--- src/rtl/axis_accumulator_pkg.sv ---
// Shared types and helpers for the AXI-Stream group accumulator.
// Optional feature macro: AXIS_ACC_SATURATE_EN.
package axis_accumulator_pkg;

  // Upper bounds for the packed output beat; instances use the low bits only.
  localparam int unsigned AccWidthMax   = 512;
  localparam int unsigned CountWidthMax = 32;

  function automatic int unsigned count_width(input int unsigned acc_len);
    return $clog2(acc_len + 1);
  endfunction

  typedef struct packed {
    logic [AccWidthMax-1:0]   tdata;
    logic [CountWidthMax-1:0] tcount;
    logic                     tuser;
  } acc_beat_t;

endpackage

--- src/rtl/axis_acc_adder.sv ---
// Combinational zero-extend-and-add of one beat onto the running sum.
// With AXIS_ACC_SATURATE_EN the sum clamps at all-ones and reports a sticky flag.
module axis_acc_adder
  import axis_accumulator_pkg::*;
#(
  parameter int unsigned DataWidth = 32,
  parameter int unsigned AccWidth  = 64
) (
  input  logic [AccWidth-1:0]  acc,
  input  logic [DataWidth-1:0] beat,
  output logic [AccWidth-1:0]  sum
`ifdef AXIS_ACC_SATURATE_EN
  ,
  input  logic                 sat_in,
  output logic                 sat_out
`endif
);

`ifdef AXIS_ACC_SATURATE_EN
  localparam int unsigned SumWidth = AccWidth + 1;

  logic [AccWidth:0] full;

  assign full    = {1'b0, acc} + SumWidth'(beat);
  assign sum     = full[AccWidth] ? '1 : full[AccWidth-1:0];
  assign sat_out = sat_in | full[AccWidth];
`else
  assign sum = acc + AccWidth'(beat);
`endif

endmodule

--- src/rtl/axis_accumulator.sv ---
// Sums groups of ACC_LEN beats (or shorter groups closed by tlast) into one widened output beat.
// Optional feature macro: AXIS_ACC_SATURATE_EN (saturating sum, flag on m_axis_tuser).
module axis_accumulator
  import axis_accumulator_pkg::*;
#(
  parameter int unsigned TDATA_WIDTH_BYTES = 4,
  parameter int unsigned ACC_WIDTH_BYTES   = 8,
  parameter int unsigned ACC_LEN           = 8
) (
  input  logic                                 aclk,
  input  logic                                 reset,
  input  logic                                 s_axis_tvalid,
  output logic                                 s_axis_tready,
  input  logic [TDATA_WIDTH_BYTES*8-1:0]       s_axis_tdata,
  input  logic                                 s_axis_tlast,
  output logic                                 m_axis_tvalid,
  input  logic                                 m_axis_tready,
  output logic [ACC_WIDTH_BYTES*8-1:0]         m_axis_tdata,
  output logic [count_width(ACC_LEN)-1:0]      m_axis_tcount
`ifdef AXIS_ACC_SATURATE_EN
  ,
  output logic                                 m_axis_tuser
`endif
);

  localparam int unsigned DataW   = TDATA_WIDTH_BYTES * 8;
  localparam int unsigned AccW    = ACC_WIDTH_BYTES * 8;
  localparam int unsigned CntW    = count_width(ACC_LEN);
  localparam int unsigned LastCnt = ACC_LEN - 1;

  logic [AccW-1:0] acc_q, acc_d, sum;
  logic [CntW-1:0] cnt_q, cnt_d;
  logic            tvalid_q, tvalid_d;
  acc_beat_t       out_q, out_d;
  logic            accept, complete;
  logic            sat_next;

  assign s_axis_tready = !reset && (!tvalid_q || m_axis_tready);
  assign accept        = s_axis_tvalid && s_axis_tready;
  assign complete      = accept && (s_axis_tlast || (cnt_q == CntW'(LastCnt)));

`ifdef AXIS_ACC_SATURATE_EN
  logic sat_q, sat_d;

  axis_acc_adder #(
    .DataWidth (DataW),
    .AccWidth  (AccW)
  ) u_adder (
    .acc     (acc_q),
    .beat    (s_axis_tdata),
    .sum     (sum),
    .sat_in  (sat_q),
    .sat_out (sat_next)
  );

  // Sticky per-group flag; a completing beat hands it to the output and starts clean.
  always_comb begin
    sat_d = sat_q;
    if (accept) sat_d = complete ? 1'b0 : sat_next;
  end

  always_ff @(posedge aclk or posedge reset) begin
    if (reset) sat_q <= 1'b0;
    else       sat_q <= sat_d;
  end

  assign m_axis_tuser = out_q.tuser;
`else
  axis_acc_adder #(
    .DataWidth (DataW),
    .AccWidth  (AccW)
  ) u_adder (
    .acc  (acc_q),
    .beat (s_axis_tdata),
    .sum  (sum)
  );

  assign sat_next = 1'b0;
`endif

  always_comb begin
    acc_d    = acc_q;
    cnt_d    = cnt_q;
    tvalid_d = tvalid_q;
    out_d    = out_q;
    if (tvalid_q && m_axis_tready) tvalid_d = 1'b0;
    // A completion in the pop cycle overrides the clear, keeping tvalid high.
    if (complete) begin
      acc_d        = '0;
      cnt_d        = '0;
      tvalid_d     = 1'b1;
      out_d.tdata  = AccWidthMax'(sum);
      out_d.tcount = CountWidthMax'(cnt_q + 1'b1);
      out_d.tuser  = sat_next;
    end else if (accept) begin
      acc_d = sum;
      cnt_d = cnt_q + 1'b1;
    end
  end

  always_ff @(posedge aclk or posedge reset) begin
    if (reset) begin
      acc_q    <= '0;
      cnt_q    <= '0;
      tvalid_q <= 1'b0;
      out_q    <= '0;
    end else begin
      acc_q    <= acc_d;
      cnt_q    <= cnt_d;
      tvalid_q <= tvalid_d;
      out_q    <= out_d;
    end
  end

  assign m_axis_tvalid = tvalid_q;
  assign m_axis_tdata  = out_q.tdata[AccW-1:0];
  assign m_axis_tcount = out_q.tcount[CntW-1:0];

  // Bits above this instance's widths are always zero.
  logic unused_out;
  assign unused_out = ^out_q;

endmodule

--- config.mk ---
export PLATFORM = sky130hd
export DESIGN_NAME = axis_accumulator
export DESIGN_NICKNAME = d
export VERILOG_FILES = /design/src/rtl/axis_accumulator_pkg.sv /design/src/rtl/axis_acc_adder.sv /design/src/rtl/axis_accumulator.sv
export SDC_FILE = /design/constraint.sdc
export NUM_CORES = 1
export LEC_CHECK = 0
export BUFFER_PORTS_ARGS = -buffer_cell sky130_fd_sc_hd__buf_2
export CORE_MARGIN = 2
export CORE_UTILIZATION = 45
export DETAILED_ROUTE_END_ITERATION = 10
export GPL_TIMING_DRIVEN = 0
export PLACE_DENSITY = 0.64
export SLEW_MARGIN = 20
export SYNTH_ARGS = -nofsm -noshare
export SYNTH_HDL_FRONTEND = slang
export SYNTH_SLANG_ARGS = --single-unit
--- constraint.sdc ---
create_clock -name aclk -period 5.8 [get_ports aclk]
set_clock_uncertainty 0.2 [all_clocks]
set_input_delay 1.16 -clock aclk [delete_from_list [all_inputs] [get_ports aclk]]
set_output_delay 1.16 -clock aclk [all_outputs]
set_load 0.1 [all_outputs]
==> flow_summary.yaml <==
layout:
  final_util: 0.5507
  fin_area_sq_um: 9198
  diodes: 0
  drive_gt1_frac: 0.1529
  finalNonFillerCells: 1234
  area_delta_synth_final_pct: 18.79
  multi_input_area_sq_um: 4010
  nets: 1072
  register_area_sq_um: 3428
  fill_cells: 1626
synthesis:
  async_reset_ff_frac: 1.000
  ys_types: 67
  yosysTopAreaCell: "dfrtp_1"
  yosys-top-cells-area: "dfrtp_1 44%, o21ai_0 8.5%, nand2_1 7.6%, ha_1 5.3%, xnor2_1 3.1%"
  yosys-top-cells-count: "157 x nand2_1, 137 x dfrtp_1, 131 x o21ai_0, 46 x a21oi_1, 44 x clkbuf_1"
  yosysSeqAreaShare: 0.4428
  synth_most_common_cell: "nand2_1"
  muxShareOfSynthArea: 0.001293
  synth_top_family_by_area: "compound AO/OA/AOI/OAI gates"
  synth_area_per_cell_sq_um: 8.848
  ys_seq_elements: 137
  yosysWarnings: 0
  syn_area_sq_um: 7742
  netlist_instances: 875
  synth_simple_gate_area_frac: 0.1640
  synth_fa_ha_area_frac: 0.05591
  synth-compound-area-share: 0.2379
  synth_edf_count: 0
  yosys.area.top_type_share: 0.4428
  synthXorXnorAreaFrac: 0.05882
  synth_ff_type: "dfrtp_1"
  syn_nets: 946
floorplanning:
  rows: 47
  coreArea_sq_um: 16700
  die_h_um: 135.2
  dieArea_sq_um: 18270
  io_pins: 107
  start_util: 0.4636
  die_x_um: 135.2
clocking:
  cts-root-buf: "clkbuf_16"
  cts_tree: "yes"
  h-tree-depth: 4
  cts_setup_buffers: 0
  cts_buffers: 17
  path_clk_slew_ns: 0.06
  ctsHoldBuffers: 0
  ctsResizeCount: 0
  clock_latency_ns: 0.43
  cts_buffer_depth: 2
  cts.sinks: 137
detailed_routing:
  drt-pass1-iter-count: 5
  drtIter0Drc: 452
  vias_per_cell: 5.579
  drtAntennaViolNets: 0
  wire_per_inst_um: 16.91
  routed_wl_mm: 20.87
  drc: 0
  vias: 6884
worst_hold_path:
  hp-class: "reg -> reg"
sta:
  drv_slew: 0
  setup_slack_ns: 1.281
  slew_headroom: 0.2557
  rsz0062_at_grt: "false"
  fin_crit_sh: 0.7792
  tightest_slew_ns: 1.111
  fmax_mhz: 221.3
  timing.final.hold_violations: 0
  report.final.setup_viol: 0
  timing.final.crit_period_ns: 4.519
job:
  cap_violations: 0
setup_path:
  cp_max_fo: 10
  crit_required_ns: 5.89
  crit_chain: "buf_2 -> ha_1 -> fa_1 -> a211oi_1 -> nor2_1 -> o31ai_1 -> o41ai_2 -> o311ai_4 -> a21oi_4 -> o31ai_4 -> buf_6 -> buf_4 -> xnor2_1 -> o21ai_1"
  path_delay_family: "compound AO/OA/AOI/OAI gates"
  crit_slowest_cell: "o31ai_1"
  path_buf_inv: 3
  worstSetupPathType: "in -> reg"
  crit_arrival_ns: 4.61
  cp-start-kind: "primary input"
  cp-end-kind: "flip-flop"
  cpPeakStageDelay_ns: 0.63
grt:
  grt_max_degree: 76
  antenna_found_initial: 0
  gr-usage-all-layers: 0.2381
  grt_pass1_wl_mm: 34.16
  grt_overflow_total: 0
  grt_pass1_vias: 6528
power_and_ir_drop:
  p_leak_nw: 4.289
  vdd_drop_max_mv: 0.3590
  p_per_area_nw_per_um2: 515.4
  total_power_mw: 4.741
placement:
  place_ws_ns: 0.8166
  hpwl_mm: 15.14
  gp_congestion: 0.8781
  port_buffers: 106
  post_dp_cell_area_sq_um: 8583
  place_inst: 1202
status:
  status: "finished clean"
## sequential cells by signal, summed over array words and instances, names as in the netlist
register       flops
m_axis_tvalid      1
m_axis_tdata      64
cnt_q              4
m_axis_tcount      4
acc_q             64
## power by group
group / leakage, nW / internal [mW] / switching [mW]
Clock: 0.291 / 0.709 / 0.425
Sequential: 1.80 / 1.18 / 0.126
Combinational: 2.20 / 0.551 / 1.75
Total: 4.29 / 2.44 / 2.30
## kinds of logic after synthesis
| family | after synthesis |
|---|---|
| AO/OA/AOI/OAI | 292 |
| XOR/XNOR | 52 |
| adder cells (fa/ha/maj) | 34 |
| buffers and inverters | 77 |
| flip-flops | 137 |
| multiplexers | 1 |
| AND/OR/NAND/NOR | 282 |
## metal layers
layer  part of all wire  vias up  global-route usage
met4              0.013        0             0.05787
met5                  0        -                   0
li1                   -     3397                   -
met1               0.47     3303              0.3409
met2               0.46      164              0.3731
met3              0.053       20             0.04789
## placed cells by master, fill, tap and decap left out, types with 11 or more instances in the layout
cell type	netlist	final
a21o_1	15	15
a21oi_1	46	46
a31oi_1	11	11
buf_2	3	109
clkbuf_1	44	45
clkbuf_16	0	17
dfrtp_1	137	137
ha_1	33	33
inv_1	25	24
nand2_1	157	157
nand3_1	18	18
nor2_1	34	34
o211ai_1	12	12
o21ai_0	131	131
o31ai_1	13	13
or3_1	13	13
xnor2_1	27	27
xor2_1	25	25
## final timing paths
path                       cells after the start              from               end  slack [ns]
max in group asynchronous                      3             reset         acc_q[11]        4.08
min reg2reg                                    2  m_axis_tdata[51]  m_axis_tdata[51]        0.27
max reg2reg                                   13          acc_q[0]  m_axis_tdata[44]        1.74
min                                            2  m_axis_tdata[51]  m_axis_tdata[51]        0.27
min in group asynchronous                      2             reset         acc_q[30]        0.58
max                                           14   s_axis_tdata[0]  m_axis_tdata[44]        1.28
## cell type report
| class | count | share of cell area |
|---|---|---|
| buffer | 52 | 0.02285 |
| clock buffer | 21 | 0.05115 |
| clock inverter | 11 | 0.01564 |
| inverter | 25 | 0.01102 |
| multi-input combinational | 661 | 0.4360 |
| sequential | 137 | 0.3727 |
| tap | 220 | 0.02993 |
| timing repair buffer | 107 | 0.06067 |
## per-stage QoR
step / setup TNS [ns] / hold WS [ns]
after floorplan: 0 / 0.2526
after global placement: -136.39 / 0.2579
after detailed placement: 0 / 0.2648
after CTS: 0 / 0.2798
after global routing: 0 / 0.2986
final: 0 / 0.2710
## worst register-to-register path: stages, from the launching register on
cell      delay (ns)
dfrtp_1         0.38
ha_1            0.22
fa_1            0.42
a211oi_1        0.26
nor2_1          0.09
o31ai_1         0.63
o41ai_2         0.23
o311ai_4        0.37
a21oi_4         0.14
o31ai_4         0.32
buf_6           0.19
buf_4           0.19
xnor2_1         0.18
o21ai_1         0.10
Power figures use the tool's default switching activity.
